File: config.mk
export PLATFORM = sky130hd
export DESIGN_NAME = microwave_timer_ctrl
export DESIGN_NICKNAME = d
export VERILOG_FILES = /design/src/rtl/microwave_pkg.sv /design/src/rtl/bcd_down_counter.sv /design/src/rtl/microwave_timer_ctrl.sv
export SDC_FILE = /design/constraint.sdc
export NUM_CORES = 1
export LEC_CHECK = 0
export ABC_AREA = 1
export BUFFER_PORTS_ARGS = -buffer_cell sky130_fd_sc_hd__buf_2
export CAP_MARGIN = 20
export CORE_MARGIN = 4
export CORE_UTILIZATION = 60
export DETAILED_ROUTE_END_ITERATION = 8
export MAX_ROUTING_LAYER = met4
export PLACE_DENSITY = 0.8
export SYNTH_ARGS = -nofsm -noshare
export SYNTH_HDL_FRONTEND = slang
export SYNTH_SLANG_ARGS = --single-unit
File: constraint.sdc
create_clock -name clock -period 6.6 [get_ports clock]
set_clock_uncertainty 0.05 [all_clocks]
set_input_delay 1.32 -clock clock [delete_from_list [all_inputs] [get_ports clock]]
set_output_delay 1.32 -clock clock [all_outputs]
set_load 0.02 [all_outputs]
File: src/rtl/microwave_pkg.sv
// Shared definitions for the microwave timer controller: state codes, BCD limits
// and keypad decoding helpers.
package microwave_pkg;

    typedef enum logic [2:0] {
        ST_IDLE    = 3'd0,
        ST_ENTRY   = 3'd1,
        ST_COOKING = 3'd2,
        ST_PAUSED  = 3'd3,
        ST_DONE    = 3'd4
    } state_t;

    localparam logic [3:0] BCD_MAX      = 4'd9;
    localparam logic [3:0] SEC_TENS_MAX = 4'd5;

    function automatic logic [3:0] key_to_bcd(input logic [9:0] keys);
        logic [3:0] digit;
        digit = 4'd0;
        for (int k = 0; k < 10; k++) begin
            if (keys[k]) begin
                digit = 4'(k);
            end
        end
        return digit;
    endfunction

    function automatic logic key_is_one_hot(input logic [9:0] keys);
        return (keys != 10'd0) && ((keys & (keys - 10'd1)) == 10'd0);
    endfunction

endpackage

File: src/rtl/bcd_down_counter.sv
// Packed BCD time register with digit shift-in, clear and a one-second decrement
// whose tens-of-seconds digit reloads 5 on borrow.
module bcd_down_counter
    import microwave_pkg::*;
#(
    parameter int NDIG = 4
) (
    input  logic              clock,
    input  logic              resetn,
    input  logic              clr,
    input  logic              shift,
    input  logic [3:0]        digit,
    input  logic              dec,
    output logic [4*NDIG-1:0] bcd,
    output logic              zero
);

    localparam int W = 4 * NDIG;

    logic [W-1:0] bcd_r;
    logic [W-1:0] dec_s;
    logic [W-1:0] base_s;
    logic [W-1:0] next_s;
    logic         zero_r;

    // Borrow chain: tens-of-seconds reloads 5, every other digit reloads 9
    always_comb begin
        logic borrow;
        dec_s  = bcd_r;
        borrow = 1'b1;
        for (int i = 0; i < NDIG; i++) begin
            if (borrow) begin
                if (bcd_r[4*i +: 4] == 4'd0) begin
                    dec_s[4*i +: 4] = (i == 1) ? SEC_TENS_MAX : BCD_MAX;
                end else begin
                    dec_s[4*i +: 4] = bcd_r[4*i +: 4] - 4'd1;
                    borrow          = 1'b0;
                end
            end else begin
                dec_s[4*i +: 4] = bcd_r[4*i +: 4];
            end
        end
    end

    // Next value: a clear combined with a shift yields just the new digit
    always_comb begin
        base_s = clr ? {W{1'b0}} : bcd_r;
        if (shift) begin
            next_s = {base_s[W-5:0], digit};
        end else if (clr) begin
            next_s = {W{1'b0}};
        end else if (dec && !zero_r) begin
            next_s = dec_s;
        end else begin
            next_s = bcd_r;
        end
    end

    // Time and zero flag registers
    always_ff @(posedge clock or negedge resetn) begin
        if (!resetn) begin
            bcd_r  <= {W{1'b0}};
            zero_r <= 1'b1;
        end else begin
            bcd_r  <= next_s;
            zero_r <= (next_s == {W{1'b0}});
        end
    end

    assign bcd  = bcd_r;
    assign zero = zero_r;

endmodule

File: src/rtl/microwave_timer_ctrl.sv
// Microwave oven timer: keypad entry, 1 s tick divider, BCD countdown, pause/resume,
// power-level duty cycling of the magnetron and an end-of-cook beep.
module microwave_timer_ctrl
    import microwave_pkg::*;
#(
    parameter int TICK_DIV   = 50000000,
    parameter int MIN_DIGITS = 2,
    parameter int PWR_PERIOD = 10,
    parameter int BEEP_TICKS = 3
) (
    input  logic                          clock,
    input  logic                          resetn,
    input  logic [9:0]                    keypad,
    input  logic                          startn,
    input  logic                          stopn,
    input  logic                          clearn,
    input  logic                          door_closed,
    input  logic [3:0]                    power,
    output logic [4*(MIN_DIGITS+2)-1:0]   bcd,
    output logic                          magnetron_on,
    output logic                          beep,
    output logic                          zero,
    output logic [2:0]                    state
);

    localparam int NDIG  = MIN_DIGITS + 2;
    localparam int DIV_W = $clog2(TICK_DIV);
    localparam int PH_W  = (PWR_PERIOD > 1) ? $clog2(PWR_PERIOD) : 1;
    localparam int BP_W  = (BEEP_TICKS > 1) ? $clog2(BEEP_TICKS) : 1;
    localparam logic [DIV_W-1:0]  DIV_LAST = DIV_W'(TICK_DIV - 1);
    localparam logic [PH_W-1:0]   PH_LAST  = PH_W'(PWR_PERIOD - 1);
    localparam logic [BP_W-1:0]   BP_LAST  = BP_W'(BEEP_TICKS - 1);
    localparam logic [4*NDIG-1:0] BCD_ONE  = (4*NDIG)'(1);

    state_t            state_r, state_n;
    logic [DIV_W-1:0]  div_r, div_n, div_inc_s;
    logic [PH_W-1:0]   phase_r, phase_n, phase_tick_s;
    logic [3:0]        pwr_r, pwr_n;
    logic [BP_W-1:0]   beep_cnt_r, beep_cnt_n;
    logic              beep_r, mag_r, mag_n, full_pwr_s;
    logic              start_prev_r, stop_prev_r, clear_prev_r;
    logic [9:0]        key_prev_r;
    logic              start_ev_s, stop_ev_s, clear_ev_s, key_ev_s, tick_s;
    logic              cnt_clr_s, cnt_shift_s, cnt_dec_s;
    logic [4*NDIG-1:0] bcd_s;
    logic              zero_s;

    assign start_ev_s   = start_prev_r & ~startn;
    assign stop_ev_s    = stop_prev_r & ~stopn;
    assign clear_ev_s   = clear_prev_r & ~clearn;
    assign key_ev_s     = (key_prev_r == 10'd0) && key_is_one_hot(keypad);
    assign tick_s       = (div_r == DIV_LAST);
    assign div_inc_s    = tick_s ? {DIV_W{1'b0}} : div_r + DIV_W'(1);
    assign phase_tick_s = !tick_s ? phase_r :
                          (phase_r == PH_LAST) ? {PH_W{1'b0}} : phase_r + PH_W'(1);

    bcd_down_counter #(
        .NDIG (NDIG)
    ) u_counter (
        .clock  (clock),
        .resetn (resetn),
        .clr    (cnt_clr_s),
        .shift  (cnt_shift_s),
        .digit  (key_to_bcd(keypad)),
        .dec    (cnt_dec_s),
        .bcd    (bcd_s),
        .zero   (zero_s)
    );

    // Next-state logic; event priority is clear > door open > stop > start > key/tick
    always_comb begin
        state_n     = state_r;
        div_n       = div_r;
        phase_n     = phase_r;
        pwr_n       = pwr_r;
        beep_cnt_n  = beep_cnt_r;
        cnt_clr_s   = 1'b0;
        cnt_shift_s = 1'b0;
        cnt_dec_s   = 1'b0;
        case (state_r)
            ST_IDLE: begin
                div_n = {DIV_W{1'b0}};
                if (key_ev_s) begin
                    cnt_clr_s   = 1'b1;
                    cnt_shift_s = 1'b1;
                    state_n     = ST_ENTRY;
                end else begin
                    state_n = ST_IDLE;
                end
            end
            ST_ENTRY: begin
                div_n = {DIV_W{1'b0}};
                if (clear_ev_s) begin
                    cnt_clr_s = 1'b1;
                    state_n   = ST_IDLE;
                end else if (start_ev_s && door_closed && !zero_s) begin
                    state_n = ST_COOKING;
                    pwr_n   = power;
                    phase_n = {PH_W{1'b0}};
                end else if (key_ev_s) begin
                    cnt_shift_s = 1'b1;
                end else begin
                    state_n = ST_ENTRY;
                end
            end
            ST_COOKING: begin
                div_n     = div_inc_s;
                cnt_dec_s = tick_s;
                phase_n   = phase_tick_s;
                if (clear_ev_s) begin
                    cnt_clr_s = 1'b1;
                    state_n   = ST_IDLE;
                    div_n     = {DIV_W{1'b0}};
                end else if (!door_closed || stop_ev_s) begin
                    state_n = ST_PAUSED;
                end else if (zero_s || (tick_s && (bcd_s == BCD_ONE))) begin
                    state_n    = ST_DONE;
                    div_n      = {DIV_W{1'b0}};
                    beep_cnt_n = {BP_W{1'b0}};
                end else begin
                    state_n = ST_COOKING;
                end
            end
            ST_PAUSED: begin
                if (clear_ev_s || stop_ev_s) begin
                    cnt_clr_s = 1'b1;
                    state_n   = ST_IDLE;
                    div_n     = {DIV_W{1'b0}};
                end else if (start_ev_s && door_closed) begin
                    state_n = ST_COOKING;
                end else begin
                    state_n = ST_PAUSED;
                end
            end
            ST_DONE: begin
                div_n = div_inc_s;
                if (clear_ev_s || stop_ev_s) begin
                    cnt_clr_s = 1'b1;
                    state_n   = ST_IDLE;
                    div_n     = {DIV_W{1'b0}};
                end else if (key_ev_s) begin
                    cnt_clr_s   = 1'b1;
                    cnt_shift_s = 1'b1;
                    state_n     = ST_ENTRY;
                    div_n       = {DIV_W{1'b0}};
                end else if (tick_s) begin
                    if (beep_cnt_r == BP_LAST) begin
                        state_n = ST_IDLE;
                        div_n   = {DIV_W{1'b0}};
                    end else begin
                        beep_cnt_n = beep_cnt_r + BP_W'(1);
                    end
                end else begin
                    state_n = ST_DONE;
                end
            end
            default: begin
                cnt_clr_s = 1'b1;
                state_n   = ST_IDLE;
                div_n     = {DIV_W{1'b0}};
            end
        endcase
    end

    // Outputs are computed from next-state values so they line up with the state register
    always_comb begin
        full_pwr_s = (pwr_n == 4'd0) || (32'(pwr_n) > 32'(PWR_PERIOD));
        mag_n      = (state_n == ST_COOKING) && door_closed &&
                     (full_pwr_s || (32'(phase_n) < 32'(pwr_n)));
    end

    // State, divider, duty phase, beep timer and button history registers
    always_ff @(posedge clock or negedge resetn) begin
        if (!resetn) begin
            state_r      <= ST_IDLE;
            div_r        <= {DIV_W{1'b0}};
            phase_r      <= {PH_W{1'b0}};
            pwr_r        <= 4'd0;
            beep_cnt_r   <= {BP_W{1'b0}};
            beep_r       <= 1'b0;
            mag_r        <= 1'b0;
            start_prev_r <= 1'b1;
            stop_prev_r  <= 1'b1;
            clear_prev_r <= 1'b1;
            key_prev_r   <= 10'd0;
        end else begin
            state_r      <= state_n;
            div_r        <= div_n;
            phase_r      <= phase_n;
            pwr_r        <= pwr_n;
            beep_cnt_r   <= beep_cnt_n;
            beep_r       <= (state_n == ST_DONE);
            mag_r        <= mag_n;
            start_prev_r <= startn;
            stop_prev_r  <= stopn;
            clear_prev_r <= clearn;
            key_prev_r   <= keypad;
        end
    end

    assign bcd          = bcd_s;
    assign zero         = zero_s;
    assign beep         = beep_r;
    assign magnetron_on = mag_r;
    assign state        = state_r;

endmodule

==> flow_summary.ini, run 1 <==
[layout]
antenna_cells = 0
nets = 776
post-route-util = 0.6865
n_fill_cell = 662
area_growth_pct = 9.123
drive_gt1_frac = 0.1769

[yosys]
ys_seq_area_frac = 0.3609
syn_nets = 733
synth_edf_count = 0
ys_top_cells_by_area = dfrtp_1 34%, nand2_1 14%, inv_1 8.2%, nand3_1 6.2%, nor2_1 6.2%
ys_types = 43
synth_ff_type = dfrtp_1
avgSynthCellArea_um2 = 7.013
synth_top_cell_by_area = dfrtp_1
async_flop_share = 1.000
syn_inst = 704
synth-seq-cells = 71
yosysTopAreaCellShare = 0.3396
syn-cell-area_mm2 = 0.004937
ys_warn_count = 0

[global_routing]
grt_pass1_wl_mm = 20.51
grt_pass1_vias = 4643
antenna_found_initial = 0
grt_usage = 0.2625
grt_overflow = 0
grt_start_max_net_pins = 72

[drt]
drtIter0Drc = 344
drt-total-wl_mm = 11.66
drtAntennaViolNets = 0
drt_pass1_iterations = 5
route.met3.wl_um = 656
met2_length_mm = 5.630
avgViaCountPerCell = 5.441
top_layer_used = met4
drt-wirelength-per-cell_um = 13.65
drc = 0
vias = 4647
met1_length_mm = 5.054

[timing]
finalCriticalPeriod_ns = 3.119
slew_headroom = 0.4040
fmax_mhz = 320.6
setup-violations-final = 0
finalSetupTns_ns = 0
layout_worst_path_cycle_share = 0.4726
rsz0062_at_grt = false
hold_viol = 0
worstMarginPinSlew_ns = 0.8940
slew_viol_final = 0

[worst_setup_path]
required_ns = 6.83
start_kind = input pin
critical_path_class = in2reg
cpMaxStageDelayCell = inv_1
end_kind = flip-flop
cpPeakStageDelay_ns = 0.68
r2r_slack_ns = 3.76
reg2reg_from = div_r[0]
path_cells = buf_2, nor2_1, inv_1, nand2_1, nor2_1, inv_1, o21ai_0, a21oi_1, nand4_1, a21oi_1
cp_max_fo = 21
startpoint = clearn
worstPathArrival_ns = 3.35

[worst_hold_path]
hp-start = div_r[0]
worstHoldPathType = reg2reg

[floorplan]
die_area_mm2 = 0.009744
initial_core_util = 0.6291
die_y_um = 98.71
ioPinCount = 42
rows = 32
die_w_um = 98.71
core_mm2 = 0.007848

[power_and_ir_drop]
leakagePower_nw = 2.835
pwr_density_cell_mw_per_mm2 = 159.2
irDropWorstVdd_v = 0.00009020

[clock_tree]
postCtsSetupRepairBufs = 0
numCtsBuffers = 9
clock_sinks = 71
ctsResizeCount = 0
cts_hold_buf = 0
clk_latency_ns = 0.35
cts-root-buf = clkbuf_8
cts_tree = built
htreeDepth = 3
clk_pin_slew_ns = 0.09
clock_path_buffers = 2

[placement]
dp_hpwl_mm = 8.649
gp_congestion = 1.023
portBuffers = 41

[run]
cap_violations = 0

[outcome]
status = finished clean
-- stage by stage --
step	power [mW]	hold slack, ns	area (um2)	instances	worst slack [ns]
2_1_floorplan	0.5086	0.4214	4937	704	3.738
5_1_grt	0.8985	0.4953	5388	854	3.223
6_report	0.8576	0.4646	5388	854	3.481
4_1_cts	0.8610	0.4677	5388	854	3.487
3_5_place_dp	0.5400	0.4561	5207	838	3.122
3_3_place_gp	0.5344	0.4467	5207	838	3.247
-- registers in the layout (all words and copies together), names as in the netlist, 2 cells and up --
register,cells
beep_cnt_r,2
u_counter.bcd,16
key_prev_r,10
state,3
pwr_r,4
phase_r,4
div_r,26
-- where the power goes --
part	switching (mW)	internal, mW	leakage [nW]
Sequential	0.00966	0.450	0.928
Clock	0.185	0.139	0.0785
Combinational	0.0487	0.0255	1.83
Total	0.243	0.614	2.84
-- logic make-up (layout without fill, tap and decap cells) --
group,Yosys count,in the layout,synth area share
and+or+nand+nor,377,377,0.3505
buffers and inverters,137,185,0.1123
AOI/OAI and AO/OA,88,88,0.1140
DFF,71,71,0.3609
xor gates and xnor gates,21,21,0.03725
adders and majority gates,9,9,0.02281
muxes,1,1,0.002281
-- area by class of cell --
cell class / instances / area, um2 / share of cell area
Multi-Input combinational cell: 496 / 2601 / 0.4828
Sequential cell: 71 / 1782 / 0.3307
Tap cell: 102 / 127.6 / 0.02369
Clock inverter: 7 / 56.30 / 0.01045
Inverter: 127 / 484.2 / 0.08987
Clock buffer: 9 / 123.9 / 0.02299
Timing Repair Buffer: 42 / 212.7 / 0.03948
-- synthesized netlist by cell type (all sizes together), types with 3 or more instances --
master	count
a21oi	15
buf	8
dfrtp	67
dfstp	4
ha	9
inv	125
nand2	186
nand3	69
nand4	6
nor2	97
nor3	14
o21ai	50
o22ai	12
o31ai	4
o32ai	3
xnor2	4
xor2	17
-- cell usage in the layout, fill, tap and decap left out, types with 5 or more instances in the layout --
| cell | instances |
|---|---|
| nor2_1 | 81 |
| clkbuf_8 | 9 |
| nor3_1 | 7 |
| o21ai_0 | 31 |
| nand4_1 | 6 |
| o21ai_1 | 15 |
| ha_1 | 9 |
| dfrtp_1 | 67 |
| xor2_1 | 17 |
| inv_1 | 108 |
| nand2_1 | 180 |
| nor3_2 | 5 |
| inv_2 | 15 |
| nand3_2 | 6 |
| a21oi_1 | 15 |
| nand3_1 | 61 |
| nor2_2 | 13 |
| buf_2 | 41 |
| o22ai_2 | 10 |
| nand2_2 | 5 |
-- path summary, 6_finish.rpt --
path	end	cells past startpoint
max	magnetron_on	10
min	div_r[0]	1
max reg2reg	magnetron_on	14
min reg2reg	div_r[0]	1
max in group asynchronous	beep_cnt_r[0]	2
min in group asynchronous	pwr_r[3]	2
-- critical path, delay by kind of cell --
kind,cells,cell delay [ns]
compound gates,3,0.48
buf+inv,3,0.85
simple gates,4,0.69
-- routing by layer --
layer / GRT usage / vias up
met1: 0.3330 / 2120
met4: 0.1071 / 0
met5: - / -
met3: 0.03822 / 35
li1: - / 2315
met2: 0.4233 / 177
(Power assumes the default switching activity.)
==> run 2, diff against run 1 <==
Settings changed: CORE_UTILIZATION 60 to 55, PLACE_DENSITY 0.8 to 0.77.
Clock period 6.6 ns to 2.5 ns, I/O delays scaled along.
==> flow_summary.ini, run 2 (synthesis gave the netlist of run 1 again) <==
[outcome]
status = finished clean

[drt]
avgViaCountPerCell = 5.427
drc = 0
drt-wirelength-per-cell_um = 13.73
drtIter0Drc = 248
vias = 4776
drtAntennaViolNets = 0
drt-total-wl_mm = 12.08
drt_pass1_iterations = 5

[layout]
largest_register = div_r
fin_area_mm2 = 0.005615
largest_reg_flops = 26
final_cell_mix = 179 x nand2_1, 108 x inv_1, 79 x nor2_1, 66 x dfrtp_1, 61 x nand3_1
nets = 796
final_common_cell = nand2_1
antenna_cells = 0
area_growth_pct = 13.74
drive_gt1_frac = 0.2021
post-route-util = 0.6439

[timing]
whs_ns = 0.1046
finalSetupTns_ns = 0
worstMarginPinSlew_ns = 0.6025
finalCriticalPeriod_ns = 2.399
setup-violations-final = 0
slew_viol_final = 0
hold_viol = 0
fmax_mhz = 416.8
slew_headroom = 0.5941
layout_worst_path_cycle_share = 0.9596

[placement]
gp_congestion = 0.9729
dp_hpwl_mm = 8.972
portBuffers = 41
postPlaceCellArea_mm2 = 0.005348

[floorplan]
die_y_um = 102.7
core_mm2 = 0.008721
die_w_um = 102.7
rows = 34
die_area_mm2 = 0.01056
initial_core_util = 0.5661
ioPinCount = 42

[clock_tree]
cts_tree = built
cts_hold_buf = 0
clock_sinks = 71
clk_pin_slew_ns = 0.08
htreeDepth = 3
clk_latency_ns = 0.35
clock_path_buffers = 2
numCtsBuffers = 9
cts-root-buf = clkbuf_8

[global_routing]
grt_usage = 0.2483
grt_pass1_wl_mm = 20.30
grt_overflow = 0
grt_pass1_vias = 4632
grt_start_max_net_pins = 72
antenna_found_initial = 0

[power_and_ir_drop]
seq_power_share = 0.502
power_mw = 2.417
switching_power_mw = 0.5950
leakagePower_nw = 2.983
pwr_density_cell_mw_per_mm2 = 430.4
combPwrFrac = 0.086
sw_frac_of_total = 0.2462
p_clk_frac = 0.412
p_int_mw = 1.822
irDropWorstVdd_v = 0.0002394

[worst_setup_path]
end_kind = flip-flop
critical_path_class = reg2reg
worstPathArrival_ns = 2.64
required_ns = 2.74
cp_max_fo = 6
start_kind = flip-flop

[worst_hold_path]
worstHoldPathType = in2async

[run]
cap_violations = 0
[run 2: per-stage QoR]
| stage | setup slack, ns | instances |
|---|---|---|
| finish | 0.1011 | 880 |
| CTS | 0.02466 | 876 |
| floorplan | 0.1823 | 704 |
| detailed placement | 0.09983 | 860 |
| global route | -0.02298 | 880 |
| global placement | 0.1777 | 860 |
[run 2: path summary, 6_finish.rpt]
check | start | endpoint | slack (ns) | cells after the start
worst max-delay path | div_r[0] | u_counter.zero | 0.10 | 14
worst min-delay path | resetn | beep | 0.10 | 2
worst max register to register | div_r[0] | u_counter.zero | 0.10 | 14
worst min register to register | pwr_r[0] | pwr_r[0] | 0.48 | 1
max in group asynchronous | resetn | stop_prev_r | 1.92 | 2
min in group clock | clearn | clear_prev_r | 0.21 | 1
[run 2: timing repair]
action / in CTS / in global routing
resized for setup: 0 / 8
setup endpoints to repair: 0 / 4
setup buffers: 0 / 4
[run 2: power groups by stage]
stage	registers [mW]	clock network (mW)	logic, mW
6_report	1.21	0.995	0.208
5_1_grt	1.22	1.08	0.234
4_1_cts	1.21	1.01	0.199
3_5_place_dp	1.23	0	0.195
3_3_place_gp	1.23	0	0.184
2_1_floorplan	1.23	0	0.114
[run 2: area by class of cell]
cell class	count	area (um2)
clock buffers	12	135.1
fillers	745	3105
multi-input cells	496	2633
well taps	108	135.1
flip-flops and latches	71	1783
inverters	127	484.2
clock inverters	4	70.07
repair buffers	62	375.4
[run 2: layer usage]
layer  part of all wire  vias up  global-route usage
li1                   -     2357                   -
met1               0.42     2220              0.3075
met2               0.49      170              0.4042
met3              0.064       29             0.03721
met4              0.020        0              0.1086
met5                  0        -                   -
[run 2: critical path, stage by stage (launching register included)]
cell and delay, ns:
dfrtp_1 0.38, ha_1 0.22, nand3_2 0.11, buf_4 0.17, nor3_2 0.13, nand2_2 0.12
nor3_4 0.38, nand3_1 0.12, nand2_1 0.08, nor2_1 0.04, nor2_1 0.11, nand2_1 0.07
nor2_1 0.16, nand2_1 0.10, nor2_1 0.12
==> run 3, diff against run 2 <==
Settings changed: SYNTH_HIERARCHICAL set to 1.
==> flow_summary.ini, run 3 <==
[outcome]
status = finished, violations left
violations = negative setup slack

[timing]
fmax_mhz = 397.3
slew_viol_final = 0
hold_viol = 0
slew_headroom = 0.7099
rsz0062_at_grt = true
worstMarginPinSlew_ns = 0.4312
finalCriticalPeriod_ns = 2.517
whs_ns = 0.1194
worst_slack_ns = -0.01708
setup-violations-final = 1
layout_worst_path_cycle_share = 1.007

[floorplan]
die_y_um = 101.9
rows = 33
initial_core_util = 0.5787
core_mm2 = 0.008382
die_area_mm2 = 0.01039
ioPinCount = 42
die_w_um = 101.9

[yosys]
synth_mux_area_frac = 0
synthXorXnorAreaFrac = 0.01444
yosys.area_share.adder = 0.02063
syn_nets = 723
avgSynthCellArea_um2 = 6.980
ys_seq_area_frac = 0.3673
synth_simple_gate_area_frac = 0.3859
synth_edf_count = 0
synth_top_cell_by_area = dfrtp_1
syn-cell-area_mm2 = 0.004851
yosysTopAreaCellShare = 0.3456
synth_most_common_cell = nand2_1
async_flop_share = 1.000
syn_inst = 695
ys_warn_count = 6
ys_types = 43
synth-seq-cells = 71
synth_ff_type = dfrtp_1
synthTopCellsByCount = 170 x nand2_1, 103 x inv_1, 73 x nor2_1, 67 x dfrtp_1, 67 x nand3_1
synth-compound-area-share = 0.1016
ys_top_cells_by_area = dfrtp_1 35%, nand2_1 13%, inv_1 8.0%, nand3_1 6.9%, nor2_1 5.6%
synth_top_family_by_area = simple AND/OR/NAND/NOR gates

[drt]
vias = 5055
drc = 0
drt-wirelength-per-cell_um = 14.33
drt_pass1_iterations = 5
drtAntennaViolNets = 0
drtIter0Drc = 256
avgViaCountPerCell = 5.435
drt-total-wl_mm = 13.33

[worst_setup_path]
r2r_slack_ns = -0.02
cp_top_family = simple AND/OR/NAND/NOR gates
end_kind = flip-flop
cpPeakStageDelay_ns = 0.37
reg2reg_from = key_prev_r[3]
worstPathArrival_ns = 2.76
cp_max_fo = 10
cpMaxStageDelayCell = dfrtp_1
critPathBufInv = 5
start_kind = flip-flop
r2r-end = u_counter/zero
reg2reg_depth = 19
path_cells = inv_1, nand4_1, nor2_1, nand2_1, nor2_2, nand4_1, nor2_4, buf_4, o211ai_1, o31ai_4, inv_2, buf_12, nor2_1, nor2_1, nand2_1, nand2_1, inv_1, nand3_1, nor2_1
critical_path_class = reg2reg
required_ns = 2.74
startpoint = key_prev_r[3]
crit_top_cell = nor2_1

[layout]
final_cell_mix = 163 x nand2_1, 96 x inv_1, 79 x buf_4, 67 x dfrtp_1, 65 x nor2_1
antenna_cells = 0
final_common_cell = nand2_1
post-route-util = 0.7370
drive_gt1_frac = 0.2945
largest_reg_flops = 26
area_growth_pct = 27.34
fin_area_mm2 = 0.006177
instances_no_fill = 930
largest_register = div_r
nets = 848
n_fill_cell = 660

[global_routing]
grt_usage = 0.2687
grt_pass1_vias = 4784
grt_overflow = 0
grt_start_max_net_pins = 72
antenna_found_initial = 0
grt_pass1_wl_mm = 21.61

[clock_tree]
clk_pin_slew_ns = 0.08
numCtsBuffers = 9
cts_tree = built
cts-root-buf = clkbuf_8
clock_sinks = 71
clock_path_buffers = 2
htreeDepth = 3
clk_latency_ns = 0.35

[placement]
placedCellCount = 899
gp_congestion = 0.9858
postPlaceCellArea_mm2 = 0.005673
dp_hpwl_mm = 9.673
portBuffers = 41

[power_and_ir_drop]
seq_power_share = 0.392
irDropWorstVdd_v = 0.0004389
pwr_density_cell_mw_per_mm2 = 584.1
power_mw = 3.608
switching_power_mw = 1.332
sw_frac_of_total = 0.3693
combPwrFrac = 0.318
p_int_mw = 2.276
p_clk_frac = 0.290
leakagePower_nw = 3.154

[run]
cap_violations = 0

[worst_hold_path]
worstHoldPathType = in2async
## run 3: changes by cell type in the layout (fill, tap and decap cells not counted), moves of 11 or more
cell,before,now
nand2_1,179,163
nand4_1,6,21
xor2_1,17,6
buf_4,20,79
nor2_4,4,16
inv_1,108,96
nor2_1,79,65
## run 3: metrics by stage
step	worst slack (ns)	TNS (ns)
2_1_floorplan	0.02945	0
3_3_place_gp	-0.3082	-1.593
3_5_place_dp	-0.3900	-2.283
4_1_cts	0.0003435	0
5_1_grt	-0.2966	-0.9446
6_report	-0.01708	-0.01708
## run 3: timing repair
action / 4_1_cts / 5_1_grt
setup buffers: 0 / 15
endpoints found under the hold margin: 0 / 0
hold buffers: 0 / 0
pin swaps: 0 / 33
gates cloned: 0 / 0
gates resized for setup: 4 / 49
endpoints found under the setup margin: 3 / 8
## run 3: power by group through the flow
stage / logic, mW / clock network, mW / registers (mW)
after global placement: 1.03 / 0 / 1.43
final: 1.15 / 1.04 / 1.42
after floorplan: 0.619 / 0 / 1.48
after CTS: 1.07 / 1.06 / 1.41
after global routing: 1.29 / 1.12 / 1.43
after detailed placement: 1.07 / 0 / 1.43
## run 3: how the worst max path moves through the flow
stage,to,slack (ns),depth (start not counted)
5_1_grt,u_counter/zero,-0.30,20
6_report,u_counter/zero,-0.02,19
3_5_place_dp,u_counter/zero,-0.39,21
2_1_floorplan,u_counter/zero,0.03,16
4_1_cts,magnetron_on,0.0003,17
3_3_place_gp,u_counter/zero,-0.31,21
## run 3: layer usage
metal	vias up	part of all wire	global-route usage
li1	2487	-	-
met1	2375	0.43	0.3431
met2	165	0.50	0.4351
met3	28	0.056	0.03754
met4	0	0.020	0.1029
met5	-	0	-
## run 3: area by class of cell
class,count,area [um2],area share
inverters,116,435.4,0.07049
well taps,105,131.4,0.02127
repair buffers,127,903.4,0.1462
clock inverters,6,92.59,0.01499
multi-input cells,495,2705,0.4379
clock buffers,10,127.6,0.02066
flip-flops and latches,71,1782,0.2884
## run 3: worst reg2reg max path: cells and delay by family, from the launching register on
| family | cells | cell delay, ns |
|---|---|---|
| DFF | 1 | 0.37 |
| and+or+nand+nor | 12 | 1.21 |
| AOI/OAI and AO/OA | 2 | 0.26 |
| buffers and inverters | 5 | 0.54 |
## run 3: logic make-up after synthesis
logic type | Yosys count
adders and majority gates | 8
AOI/OAI and AO/OA | 87
buffers and inverters | 129
DFF | 71
xor gates and xnor gates | 8
and+or+nand+nor | 392
